`src/rtl/patch_embed_if.sv`:
```
// patch_embed_if: start/done control plus operand-issue and result handshake bundle.
interface patch_embed_if #(
  parameter int IMG_H = 32,
  parameter int IMG_W = 32,
  parameter int C     = 3,
  parameter int PH    = 16,
  parameter int PW    = 16,
  parameter int E     = 8
);
  localparam int NP  = (IMG_H / PH) * (IMG_W / PW);
  localparam int PS  = PH * PW * C;
  localparam int IAW = $clog2(IMG_H * IMG_W * C);
  localparam int WAW = $clog2(PS * E);
  localparam int OAW = $clog2(NP * E);
  localparam int BW  = E > 1 ? $clog2(E) : 1;
  logic           start;
  logic           abort;
  logic           busy;
  logic           done;
  logic           issue_valid;
  logic           issue_ready;
  logic [IAW-1:0] img_addr;
  logic [WAW-1:0] w_addr;
  logic [BW-1:0]  b_addr;
  logic [OAW-1:0] out_addr;
  logic           acc_first;
  logic           acc_last;
  logic           res_valid;
  modport master (
    input  start, abort, issue_ready, res_valid,
    output busy, done, issue_valid, img_addr, w_addr, b_addr, out_addr, acc_first, acc_last
  );
  modport slave (
    output start, abort, issue_ready, res_valid,
    input  busy, done, issue_valid, img_addr, w_addr, b_addr, out_addr, acc_first, acc_last
  );
endinterface

```
`src/rtl/patch_embed_sched.sv`:
```
// patch_embed_sched: walks (patch, dim, pixel) MAC operands and counts write-backs before done.
module patch_embed_sched #(
  parameter int IMG_H = 32,
  parameter int IMG_W = 32,
  parameter int C     = 3,
  parameter int PH    = 16,
  parameter int PW    = 16,
  parameter int E     = 8
) (
  input  logic clk,
  input  logic rst_n,
  patch_embed_if.master bus
);
  localparam int NPR = IMG_H / PH;
  localparam int NPC = IMG_W / PW;
  localparam int NP  = NPR * NPC;
  localparam int PS  = PH * PW * C;
  localparam int NPE = NP * E;
  localparam int IAW = $clog2(IMG_H * IMG_W * C);
  localparam int WAW = $clog2(PS * E);
  localparam int OAW = $clog2(NPE);
  localparam int RCW = OAW + 1;
  localparam int RW  = NPR > 1 ? $clog2(NPR) : 1;
  localparam int CW  = NPC > 1 ? $clog2(NPC) : 1;
  localparam int DW  = E > 1 ? $clog2(E) : 1;
  localparam int LYW = PH > 1 ? $clog2(PH) : 1;
  localparam int LXW = PW > 1 ? $clog2(PW) : 1;
  localparam int CHW = C > 1 ? $clog2(C) : 1;
  localparam int PXW = PS > 1 ? $clog2(PS) : 1;
  typedef enum logic [1:0] {IDLE, ISSUE, DRAIN, DONE} state_t;
  state_t         state_q, state_d;
  logic [RW-1:0]  pr_q, pr_d;
  logic [CW-1:0]  pc_q, pc_d;
  logic [DW-1:0]  dim_q, dim_d;
  logic [LYW-1:0] ly_q, ly_d;
  logic [LXW-1:0] lx_q, lx_d;
  logic [CHW-1:0] ch_q, ch_d;
  logic [PXW-1:0] px_q, px_d;
  logic [RCW-1:0] res_cnt_q, res_cnt_d;
  logic hs, clr, w_ch, w_lx, w_ly, w_dim, w_pc, fin;
  // each w_* means "this counter and every faster one wrap on this beat"
  always_comb begin
    hs        = state_q == ISSUE && bus.issue_ready;
    clr       = bus.abort || (state_q == IDLE && bus.start);
    w_ch      = ch_q == CHW'(C - 1);
    w_lx      = w_ch && lx_q == LXW'(PW - 1);
    w_ly      = w_lx && ly_q == LYW'(PH - 1);
    w_dim     = w_ly && dim_q == DW'(E - 1);
    w_pc      = w_dim && pc_q == CW'(NPC - 1);
    fin       = w_pc && pr_q == RW'(NPR - 1);
    ch_d      = clr ? '0 : hs ? (w_ch ? '0 : ch_q + 1'b1) : ch_q;
    lx_d      = clr ? '0 : hs && w_ch ? (w_lx ? '0 : lx_q + 1'b1) : lx_q;
    ly_d      = clr ? '0 : hs && w_lx ? (w_ly ? '0 : ly_q + 1'b1) : ly_q;
    px_d      = clr ? '0 : hs ? (w_ly ? '0 : px_q + 1'b1) : px_q;
    dim_d     = clr ? '0 : hs && w_ly ? (w_dim ? '0 : dim_q + 1'b1) : dim_q;
    pc_d      = clr ? '0 : hs && w_dim ? (w_pc ? '0 : pc_q + 1'b1) : pc_q;
    pr_d      = clr ? '0 : hs && w_pc ? (fin ? '0 : pr_q + 1'b1) : pr_q;
    res_cnt_d = clr ? '0 : (state_q == ISSUE || state_q == DRAIN) && bus.res_valid && res_cnt_q != RCW'(NPE) ? res_cnt_q + 1'b1 : res_cnt_q;
    state_d   = bus.abort ? IDLE :
                state_q == IDLE  ? (bus.start ? ISSUE : IDLE) :
                state_q == ISSUE ? (hs && fin ? DRAIN : ISSUE) :
                state_q == DRAIN ? (res_cnt_d == RCW'(NPE) ? DONE : DRAIN) : IDLE;
  end
  always_ff @(posedge clk or negedge rst_n) begin
    if (!rst_n) begin
      state_q   <= IDLE;
      pr_q      <= '0;
      pc_q      <= '0;
      dim_q     <= '0;
      ly_q      <= '0;
      lx_q      <= '0;
      ch_q      <= '0;
      px_q      <= '0;
      res_cnt_q <= '0;
    end else begin
      state_q   <= state_d;
      pr_q      <= pr_d;
      pc_q      <= pc_d;
      dim_q     <= dim_d;
      ly_q      <= ly_d;
      lx_q      <= lx_d;
      ch_q      <= ch_d;
      px_q      <= px_d;
      res_cnt_q <= res_cnt_d;
    end
  end
  assign bus.busy        = state_q == ISSUE || state_q == DRAIN;
  assign bus.issue_valid = state_q == ISSUE;
  assign bus.done        = state_q == DONE;
  assign bus.acc_first   = state_q == ISSUE && px_q == '0;
  assign bus.acc_last    = state_q == ISSUE && px_q == PXW'(PS - 1);
  assign bus.img_addr    = IAW'(((int'(pr_q) * PH + int'(ly_q)) * IMG_W + int'(pc_q) * PW + int'(lx_q)) * C + int'(ch_q));
  assign bus.w_addr      = WAW'(int'(px_q) * E + int'(dim_q));
  assign bus.b_addr      = dim_q;
  assign bus.out_addr    = OAW'((int'(pr_q) * NPC + int'(pc_q)) * E + int'(dim_q));
endmodule

```
`src/flat_wrapper.sv`:
```
// flat-port wrapper written by rule: the top's interface ports become plain ports
module patch_embed_sched_flat 
#(
  parameter int IMG_H = 32,
  parameter int IMG_W = 32,
  parameter int C     = 3,
  parameter int PH    = 16,
  parameter int PW    = 16,
  parameter int E     = 8
)
  (clk, rst_n, bus_start, bus_abort, bus_issue_ready, bus_res_valid, bus_busy, bus_done, bus_issue_valid, bus_img_addr, bus_w_addr, bus_b_addr, bus_out_addr, bus_acc_first, bus_acc_last);
  patch_embed_if #(.IMG_H(IMG_H), .IMG_W(IMG_W), .C(C), .PH(PH), .PW(PW), .E(E)) bus_i ();
  input  logic clk;
  input  logic rst_n;
  input wire logic [$bits(bus_i.start)-1:0] bus_start;
  input wire logic [$bits(bus_i.abort)-1:0] bus_abort;
  input wire logic [$bits(bus_i.issue_ready)-1:0] bus_issue_ready;
  input wire logic [$bits(bus_i.res_valid)-1:0] bus_res_valid;
  output wire logic [$bits(bus_i.busy)-1:0] bus_busy;
  output wire logic [$bits(bus_i.done)-1:0] bus_done;
  output wire logic [$bits(bus_i.issue_valid)-1:0] bus_issue_valid;
  output wire logic [$bits(bus_i.img_addr)-1:0] bus_img_addr;
  output wire logic [$bits(bus_i.w_addr)-1:0] bus_w_addr;
  output wire logic [$bits(bus_i.b_addr)-1:0] bus_b_addr;
  output wire logic [$bits(bus_i.out_addr)-1:0] bus_out_addr;
  output wire logic [$bits(bus_i.acc_first)-1:0] bus_acc_first;
  output wire logic [$bits(bus_i.acc_last)-1:0] bus_acc_last;
  assign bus_i.start = bus_start;
  assign bus_i.abort = bus_abort;
  assign bus_i.issue_ready = bus_issue_ready;
  assign bus_i.res_valid = bus_res_valid;
  assign bus_busy = bus_i.busy;
  assign bus_done = bus_i.done;
  assign bus_issue_valid = bus_i.issue_valid;
  assign bus_img_addr = bus_i.img_addr;
  assign bus_w_addr = bus_i.w_addr;
  assign bus_b_addr = bus_i.b_addr;
  assign bus_out_addr = bus_i.out_addr;
  assign bus_acc_first = bus_i.acc_first;
  assign bus_acc_last = bus_i.acc_last;
  patch_embed_sched #(.IMG_H(IMG_H), .IMG_W(IMG_W), .C(C), .PH(PH), .PW(PW), .E(E)) u_core (.clk(clk), .rst_n(rst_n), .bus(bus_i));
endmodule
```
`config.mk`:
```
export PLATFORM = sky130hd
export DESIGN_NAME = patch_embed_sched_flat
export DESIGN_NICKNAME = d
export VERILOG_FILES = /design/src/rtl/patch_embed_if.sv /design/src/rtl/patch_embed_sched.sv /design/src/flat_wrapper.sv
export SDC_FILE = /design/constraint.sdc
export NUM_CORES = 1
export LEC_CHECK = 0
export ABC_AREA = 0
export ABC_CLOCK_PERIOD_IN_PS = 2400
export BUFFER_PORTS_ARGS = -buffer_cell sky130_fd_sc_hd__buf_4
export CORE_UTILIZATION = 51
export CTS_CLUSTER_SIZE = 30
export DETAILED_ROUTE_END_ITERATION = 8
export GPL_TIMING_DRIVEN = 1
export PLACE_DENSITY = 0.76
export SLEW_MARGIN = 20
export SYNTH_ARGS = -nofsm -noshare
export SYNTH_HDL_FRONTEND = slang
export SYNTH_SLANG_ARGS = --single-unit
```
`constraint.sdc`:
```
create_clock -name clk -period 2.4 [get_ports clk]
set_input_delay 0 -clock clk [delete_from_list [all_inputs] [get_ports clk]]
set_output_delay 0 -clock clk [all_outputs]
set_load 0.01 [all_outputs]
```
# Word level (Yosys, flattened, before mapping)
# Index checks and enable logic that the tools add are counted.
[op_classes]
reduce_logical = 27
mux = 30
n_mul = 1
add_sub_neg = 15
n_eq_ne = 10
[op_table]
columns = ["cell", "n"]
rows = [
  ["adder 32 x 5 -> 32 bit", 1],
  ["adder 32 x 6 -> 32 bit", 1],
  ["multiplier 32 x 3 -> 12 bit, second input constant", 1],
  ["two-way mux 10 bit", 3],
  ["two-way mux 4 bit", 6],
  ["logical AND 1 bit", 17],
  ["two-way mux 2 bit", 8],
  ["adder 13 x 3 -> 13 bit", 1],
  ["adder 12 x 3 -> 12 bit", 1],
  ["two-way mux 6 bit", 2],
  ["nonzero test 2 bit", 6],
  ["adder 10 x 1 -> 10 bit, second input constant", 1],
  ["equality test 10 bit, second input constant", 1],
  ["logical NOT 10 bit", 1],
  ["two-way mux 3 bit", 3],
  ["adder 4 x 1 -> 4 bit, second input constant", 2],
  ["equality test 4 bit, second input constant", 2],
  ["two-way mux 1 bit", 8],
  ["adder 5 x 4 -> 6 bit", 1],
  ["adder 6 x 1 -> 6 bit, second input constant", 1],
  ["equality test 2 bit, second input constant", 3],
  ["equality test 6 bit, second input constant", 1],
  ["!= test 6 bit, second input constant", 1],
  ["adder 5 x 3 -> 5 bit", 1],
  ["8 further kinds", 10],
]
[word_totals]
register_bits = 33
in_bits = 6
out_inout_bits = 38

# Logic depth before layout (Yosys ltp)
# Gate-level depths: netlist (run 1).
[depth]
word_depth = 12
depth_mapped = 10

# Least setup slack after synthesis (run 1)
# OpenSTA, ideal clock, no wires.
[synth_path]
path_kind = "register to output"
start = "reg u_core.lx_q[0]"
end = "out bus_img_addr[9]"
t_arrival_ns = 2.393
slack_ns = 0.007
n_path_buf = 0
stages_incl_launch_ff = 10
cell_sequence = "dfrtp_1 -> ha_1 -> ha_1 -> ha_1 -> inv_1 -> fa_1 -> nor2b_1 -> o2111ai_1 -> a31oi_1 -> xor2_1"
[synth_between]
elab_chain_cells = 3
[synth_rtl]
columns = ["element", "line_no", "text"]
rows = [
  ["start: declaration", "patch_embed_sched.sv:36", "logic [LXW-1:0] lx_q, lx_d;"],
  ["start signal: assignment", "patch_embed_sched.sv:81", "lx_q <= lx_d;"],
  ["adder 32 x 5 -> 32 bit", "patch_embed_sched.sv:92", "assign bus.img_addr = IAW'(((int'(pr_q) * PH + int'(ly_q)) * IMG_W + int'(pc_q) * PW + int'(lx_q)) * C + int'( ..."],
  ["multiplier 32 x 3 -> 12 bit", "patch_embed_sched.sv:92", ""],
  ["adder 12 x 3 -> 12 bit", "patch_embed_sched.sv:92", ""],
  ["end: declaration", "flat_wrapper.sv:22", "output wire logic [$bits(bus_i.img_addr)-1:0] bus_img_addr;"],
]
# No other way between the ends.

# Final worst setup path (run 1)
[layout_path]
start = "reg u_core.lx_q[1]"
end = "out bus_img_addr[9]"
# The elaborated chain is that of the path after synthesis.

==> results.toml, run 1 <==
[global_routing]
grt_pass1_wl_mm = 9.735
track_usage = 0.2332
antenna_found_initial = 0
grt_overflow = 0
grt_pass1_vias = 2185
grt_max_degree = 34

[detailed_routing]
drtAntennaViolNets = 0
wirelength_mm = 7.017
drc = 0
wl_per_cell_um = 16.13
drt_iter0_drc = 142
drt-vias-per-instance = 5.828
num_vias = 2535
first_pass_iters = 4

[synthesis]
syn-instance-count = 302
syn_avg_cell_area_um2 = 8.771
ys_top_cells_by_area = "dfrtp_1 (31%), ha_1 (19%), nor2_1 (5.7%)"
synth-main-ff-cell = "dfrtp_1"
synth-edff-count = 0
ys_seq_area_frac = 0.3118
synth_top_cell_by_area = "dfrtp_1"
synth_nets = 349
synth_top_area_frac = 0.3118
ys.warnings.count = 0
postSynth.asyncResetShare = 1.000
netlist_area_um2 = 2649
netlist-cell-type-count = 47
ys_ff_latch = 33

[final_layout]
nFillCells = 340
multi_input_area_um2 = 1911
drive_gt1_frac = 0.2989
final-seq-area_um2 = 829.5
syn_to_final_growth_pct = 34.67
final_nets = 414
final_cell_area_um2 = 3567
final_cells = 435
antenna_cells = 0

[worst_setup_path]
arrival_ns = 2.71
start_kind = "flip-flop"
worstPathMaxFanout = 3
r2r-start = "u_core.lx_q[1]"
cp.required_ns = 2.40
critPathCaptureType = "output port"
r2r-end = "u_core.px_q[5]"
path_class = "flip-flop to output port"
regToRegSetupSlack_ns = 0.17
ff2ff_path_depth = 7

[cts]
cts_buffer_depth = 2
clk_latency_ns = 0.29
cts_tree = "yes"
clockRootBuffer = "clkbuf_8"
clk_pin_slew_ns = 0.07
cts_max_level = 2
cts_buffers = 5
clkSinkCount = 33

[sta]
skew_ns = 0.009886
rsz0062_at_grt = "yes"
fin_ws_ns = -0.3071
period_share = 1.128
worstMarginPinSlew_ns = 0.7827
slew_violations = 0
fmax_ghz = 0.3694
tns_ns = -1.515
hold_viol = 0
relSlewSlack = 0.4747
holdWs_ns = 0.1080
min_period_ns = 2.707
setup_viol = 7

[run_status]
status = "finished with violations"
violations = "setup timing"

[die]
die_area_um2 = 5486
dieWidth_um = 74.07
ios = 44
initial_core_util = 0.5463
die_h_um = 74.07
core_um2 = 4848
fp-row-count = 25

[place]
pre_cts_ws_ns = -0.2563
gp_congestion = 0.8605
dpl_cell_area_um2 = 3127
io_buffers = 43
placed_cells = 419
hpwl_mm = 4.277

[power_and_ir_drop]
ir_worst_vdd_mv = 0.3875
powerDensity_nw_per_um2 = 361.8
p_leak_nw = 1.704

[min_path]
hold_class = "input port to flip-flop"
min_to = "u_core.state_q[0]"
min_from = "bus_start"
holdPathStages = 3

[run]
maxCapViolations = 0
[power by group]
| group | internal, W | switching (W) |
|---|---|---|
| clock | 0.000339 | 0.000208 |
| sequential | 0.000562 | 0.00000691 |
| combinational | 0.0000754 | 0.000100 |
[worst max-delay path: stages (launching register included)]
cell and delay (ns):
dfrtp_2 0.45, buf_6 0.14, ha_4 0.23, ha_4 0.27, inv_2 0.04, fa_2 0.41, nor2b_4 0.15, o2111ai_4 0.14
a31oi_4 0.20, buf_4 0.14, xor2_2 0.12, buf_4 0.13
[flip-flops by register name (all words and copies together), names as in the netlist]
signal and count:
u_core.lx_q 4, u_core.res_cnt_q 6, u_core.pc_q 1, u_core.state_q 2
u_core.ly_q 4, u_core.ch_q 2, u_core.px_q 10, u_core.pr_q 1
u_core.bus.b_addr 3
[logic make-up after synthesis]
group / synth area share
XOR/XNOR: 0.04629
AND/OR/NAND/NOR: 0.2163
AO/OA/AOI/OAI: 0.1507
flip-flops: 0.3118
multiplexers: 0.01937
adder cells (fa/ha/maj): 0.1965
buffers and inverters: 0.05905
[cells in the mapped netlist, types with 2 or more instances]
master	count
and4b_1	2
dfrtp_1	33
nor2_1	40
a21oi_1	20
and3_1	6
and2_1	3
nand3_1	11
nor3_1	5
xnor2_1	7
clkbuf_1	4
a211oi_1	2
nand2b_1	3
o21a_1	3
nand3b_1	2
o31ai_1	6
o21ai_0	2
nor2b_1	2
nor4_1	2
inv_1	16
buf_4	8
mux2i_1	4
nand4b_1	2
xor2_1	7
o21ai_1	18
a21o_1	4
nand4_1	4
ha_1	40
a31oi_1	4
nand2_1	24
[through the flow]
stage,util,total power (W)
after floorplan,-,0.0006648
after global placement,0.6449,0.0007277
after detailed placement,0.6449,0.0007322
after CTS,0.6986,0.001281
after global routing,0.7357,0.001339
final,0.7357,0.001291
[layout by cell type (no fill, tap or decap), types with 2 or more instances in the layout]
master / netlist / final
a21o_1: 4 / 4
a21oi_1: 20 / 20
a31oi_1: 4 / 3
and2_1: 3 / 3
and3_1: 6 / 6
and4b_1: 2 / 2
buf_4: 8 / 66
buf_6: 0 / 3
clkbuf_8: 0 / 6
dfrtp_1: 33 / 30
dfrtp_2: 0 / 3
dlygate4sd3_1: 0 / 2
ha_1: 40 / 26
ha_4: 0 / 14
inv_1: 16 / 14
inv_2: 0 / 2
mux2i_1: 4 / 4
nand2_1: 24 / 24
nand2b_1: 3 / 3
nand3_1: 11 / 11
nand3b_1: 2 / 2
nand4_1: 4 / 4
nand4b_1: 2 / 2
nor2_1: 40 / 38
nor2_2: 0 / 2
nor3_1: 5 / 5
nor4_1: 2 / 2
o21a_1: 3 / 3
o21ai_0: 2 / 2
o21ai_1: 18 / 17
o31ai_1: 6 / 5
xnor2_1: 7 / 7
xor2_1: 7 / 6
[timing repair]
action,in CTS,in global routing
hold buffers,2,0
setup buffers,3,3
pin swaps,13,12
gates resized for setup,17,20
endpoints found under the setup margin,7,7
hold endpoints to repair,34,0
[cell type report]
class / count / share of cell area
Tap cell: 67 / 0.02350
Clock inverter: 1 / 0.008418
Sequential cell: 33 / 0.2326
Multi-Input combinational cell: 239 / 0.5356
Inverter: 17 / 0.02175
Timing Repair Buffer: 71 / 0.1540
Clock buffer: 7 / 0.02420
[metal layers]
| layer | vias to the layer above | routed length (µm) | track usage |
|---|---|---|---|
| li1 | 1196 | - | - |
| met4 | 0 | 335 | 0.06410 |
| met3 | 28 | 331 | 0.05827 |
| met5 | - | 0 | 0 |
| met1 | 1222 | 2854 | 0.2882 |
| met2 | 89 | 3495 | 0.4040 |
[worst max-delay path by stage]
| stage | startpoint | end | slack [ns] | cells past startpoint |
|---|---|---|---|---|
| final | u_core.lx_q[1] | bus_img_addr[9] | -0.31 | 11 |
| after global routing | u_core.lx_q[1] | bus_img_addr[11] | -0.41 | 11 |
| after CTS | u_core.lx_q[1] | bus_img_addr[9] | -0.34 | 11 |
| after detailed placement | u_core.lx_q[1] | bus_img_addr[11] | -0.26 | 11 |
| after global placement | u_core.lx_q[1] | bus_img_addr[11] | -0.15 | 11 |
| after floorplan | u_core.lx_q[0] | bus_img_addr[9] | 0.007 | 9 |
Note: power is estimated with default switching activity, not from simulation.
==> run 2: changes to the inputs <==
- SETUP_SLACK_MARGIN: not set -> 0.15
==> run 2 against run 1 <==
Effect of this change: the run still ends with setup timing left; count of clock-buffer cells in the layout stayed put; critical path type unchanged; first-iteration DRC count down 31%; highest routed layer unchanged; largest cell class unchanged; die area unchanged; global-route usage up 0.73 points; combinational power is 5% lower; worst setup slack got worse by 0.11 ns; maximum frequency is 3.8% lower; largest power group unchanged; clock skew fell by 0.0064 ns; final cell count grew 0.46%; sequential share of layout area decreased by 0.49 points.
==> results.toml, run 2 (synthesis gave the netlist of run 1 again) <==
[run_status]
status = "finished with violations"
violations = "setup timing"

[sta]
tns_ns = -1.928
relSlewSlack = 0.6898
rsz0062_at_grt = "yes"
fmax_ghz = 0.3554
setup_viol = 8
fin_ws_ns = -0.4138
slew_violations = 0
period_share = 1.172
hold_viol = 0
min_period_ns = 2.814
worstMarginPinSlew_ns = 0.4632
skew_ns = 0.003466

[worst_setup_path]
path_class = "flip-flop to output port"
worstPathMaxFanout = 3
cp.required_ns = 2.40
start_kind = "flip-flop"
arrival_ns = 2.81
critPathCaptureType = "output port"

[final_layout]
final_cells = 437
layout_common_cells = "buf_4 (63), nor2_1 (35), dfrtp_1 (32)"
antenna_cells = 0
layout_commonest_cell = "buf_4"
largest_register_ffs = 10
syn_to_final_growth_pct = 37.18
utilization = 0.7494
nFillCells = 316
final_cell_area_um2 = 3633
largest_register = "u_core.px_q"
drive_gt1_frac = 0.3189
final_nets = 416
top_regs = "u_core.px_q: 10 flops, u_core.res_cnt_q: 6 flops"

[cts]
clockRootBuffer = "clkbuf_8"
cts_tree = "yes"
cts_max_level = 2
clk_pin_slew_ns = 0.07
cts_buffer_depth = 2
clkSinkCount = 33
clk_latency_ns = 0.29
cts_buffers = 5

[power_and_ir_drop]
p_leak_nw = 1.746
powerDensity_nw_per_um2 = 357.2
ir_worst_vdd_mv = 0.3655
power_w = 0.001298

[global_routing]
track_usage = 0.2406
grt_pass1_wl_mm = 10.12
grt_overflow = 0
grt_max_degree = 34
grt_pass1_vias = 2272
antenna_found_initial = 0

[place]
io_buffers = 43
gp_congestion = 0.8193
dpl_cell_area_um2 = 3137
hpwl_mm = 4.144
placed_cells = 419

[detailed_routing]
drc = 0
wirelength_mm = 6.917
drt-vias-per-instance = 5.703
drt_iter0_drc = 98
first_pass_iters = 4
drtAntennaViolNets = 0
wl_per_cell_um = 15.83
num_vias = 2492

[die]
core_um2 = 4848
initial_core_util = 0.5463
die_area_um2 = 5486
fp-row-count = 25
die_h_um = 74.07
dieWidth_um = 74.07
ios = 44

[run]
maxCapViolations = 0

[min_path]
hold_class = "input port to flip-flop"
-- run 2: changes by cell type in the layout (fill, tap and decap cells not counted), moves of 2 or more --
cell     before  now
buf_4        66   63
dfrtp_2       3    1
ha_4         14   12
dfrtp_1      30   32
nor2_2        2    4
nor2_1       38   35
buf_6         3    8
-- run 2: per-layer routing --
| layer | GRT usage | up-vias | share of wire |
|---|---|---|---|
| li1 | - | 1205 | - |
| met1 | 0.3126 | 1198 | 0.42 |
| met2 | 0.4051 | 68 | 0.50 |
| met3 | 0.05420 | 21 | 0.048 |
| met4 | 0.06197 | 0 | 0.027 |
| met5 | 0 | - | 0 |
-- run 2: final timing paths --
check	from	endpoint	slack [ns]	cells past startpoint
setup / recovery	u_core.lx_q[0]	bus_img_addr[11]	-0.41	11
hold / removal	bus_start	u_core.state_q[0]	0.08	3
hold reg to reg	u_core.px_q[8]	u_core.px_q[8]	0.53	1
min in group asynchronous	rst_n	u_core.lx_q[3]	0.19	2
setup reg to reg	u_core.state_q[1]	u_core.ly_q[0]	0.29	6
max in group asynchronous	rst_n	u_core.lx_q[1]	1.88	2
-- run 2: worst max-delay path, cell delays in order, from the launching register on --
cell and delay [ns]:
dfrtp_1 0.43, ha_4 0.30, ha_4 0.20, ha_4 0.16
inv_2 0.05, fa_2 0.24, nor2b_4 0.06, o2111ai_4 0.24
a31oi_4 0.13, or4_4 0.53, nand3_2 0.08, buf_6 0.10
-- run 2: stage by stage --
| stage | worst slack (ns) | hold WS (ns) |
|---|---|---|
| 6_report | -0.4138 | 0.08370 |
| 3_5_place_dp | -0.1667 | -0.02771 |
| 3_3_place_gp | -0.09247 | -0.02819 |
| 2_1_floorplan | 0.05690 | -0.2956 |
| 5_1_grt | -0.4640 | 0.09070 |
| 4_1_cts | -0.3899 | 0.07470 |
-- run 2: layout make-up --
| cell class | count | area [µm²] | share of cell area |
|---|---|---|---|
| Timing Repair Buffer | 73 | 583.1 | 0.1605 |
| Inverter | 17 | 77.57 | 0.02135 |
| Clock buffer | 7 | 86.33 | 0.02376 |
| Sequential cell | 33 | 827.0 | 0.2276 |
| Tap cell | 67 | 83.83 | 0.02307 |
| Multi-Input combinational cell | 239 | 1946 | 0.5355 |
| Clock inverter | 1 | 30.03 | 0.008264 |
-- run 2: power breakdown --
part / switching [W] / total, W / leakage [nW] / internal [W]
clock: 0.000222 / 0.000560 / 0.0585 / 0.000339
sequential: 0.00000736 / 0.000569 / 0.457 / 0.000562
combinational: 0.0000972 / 0.000168 / 1.23 / 0.0000712
total: 0.000326 / 0.00130 / 1.75 / 0.000972
-- run 2: timing repair --
action,4_1_cts,5_1_grt
gates resized for setup,20,28
hold buffers,2,0
endpoints found under the hold margin,34,0
setup buffers,3,5
setup endpoints to repair,8,10
pin swaps,15,9
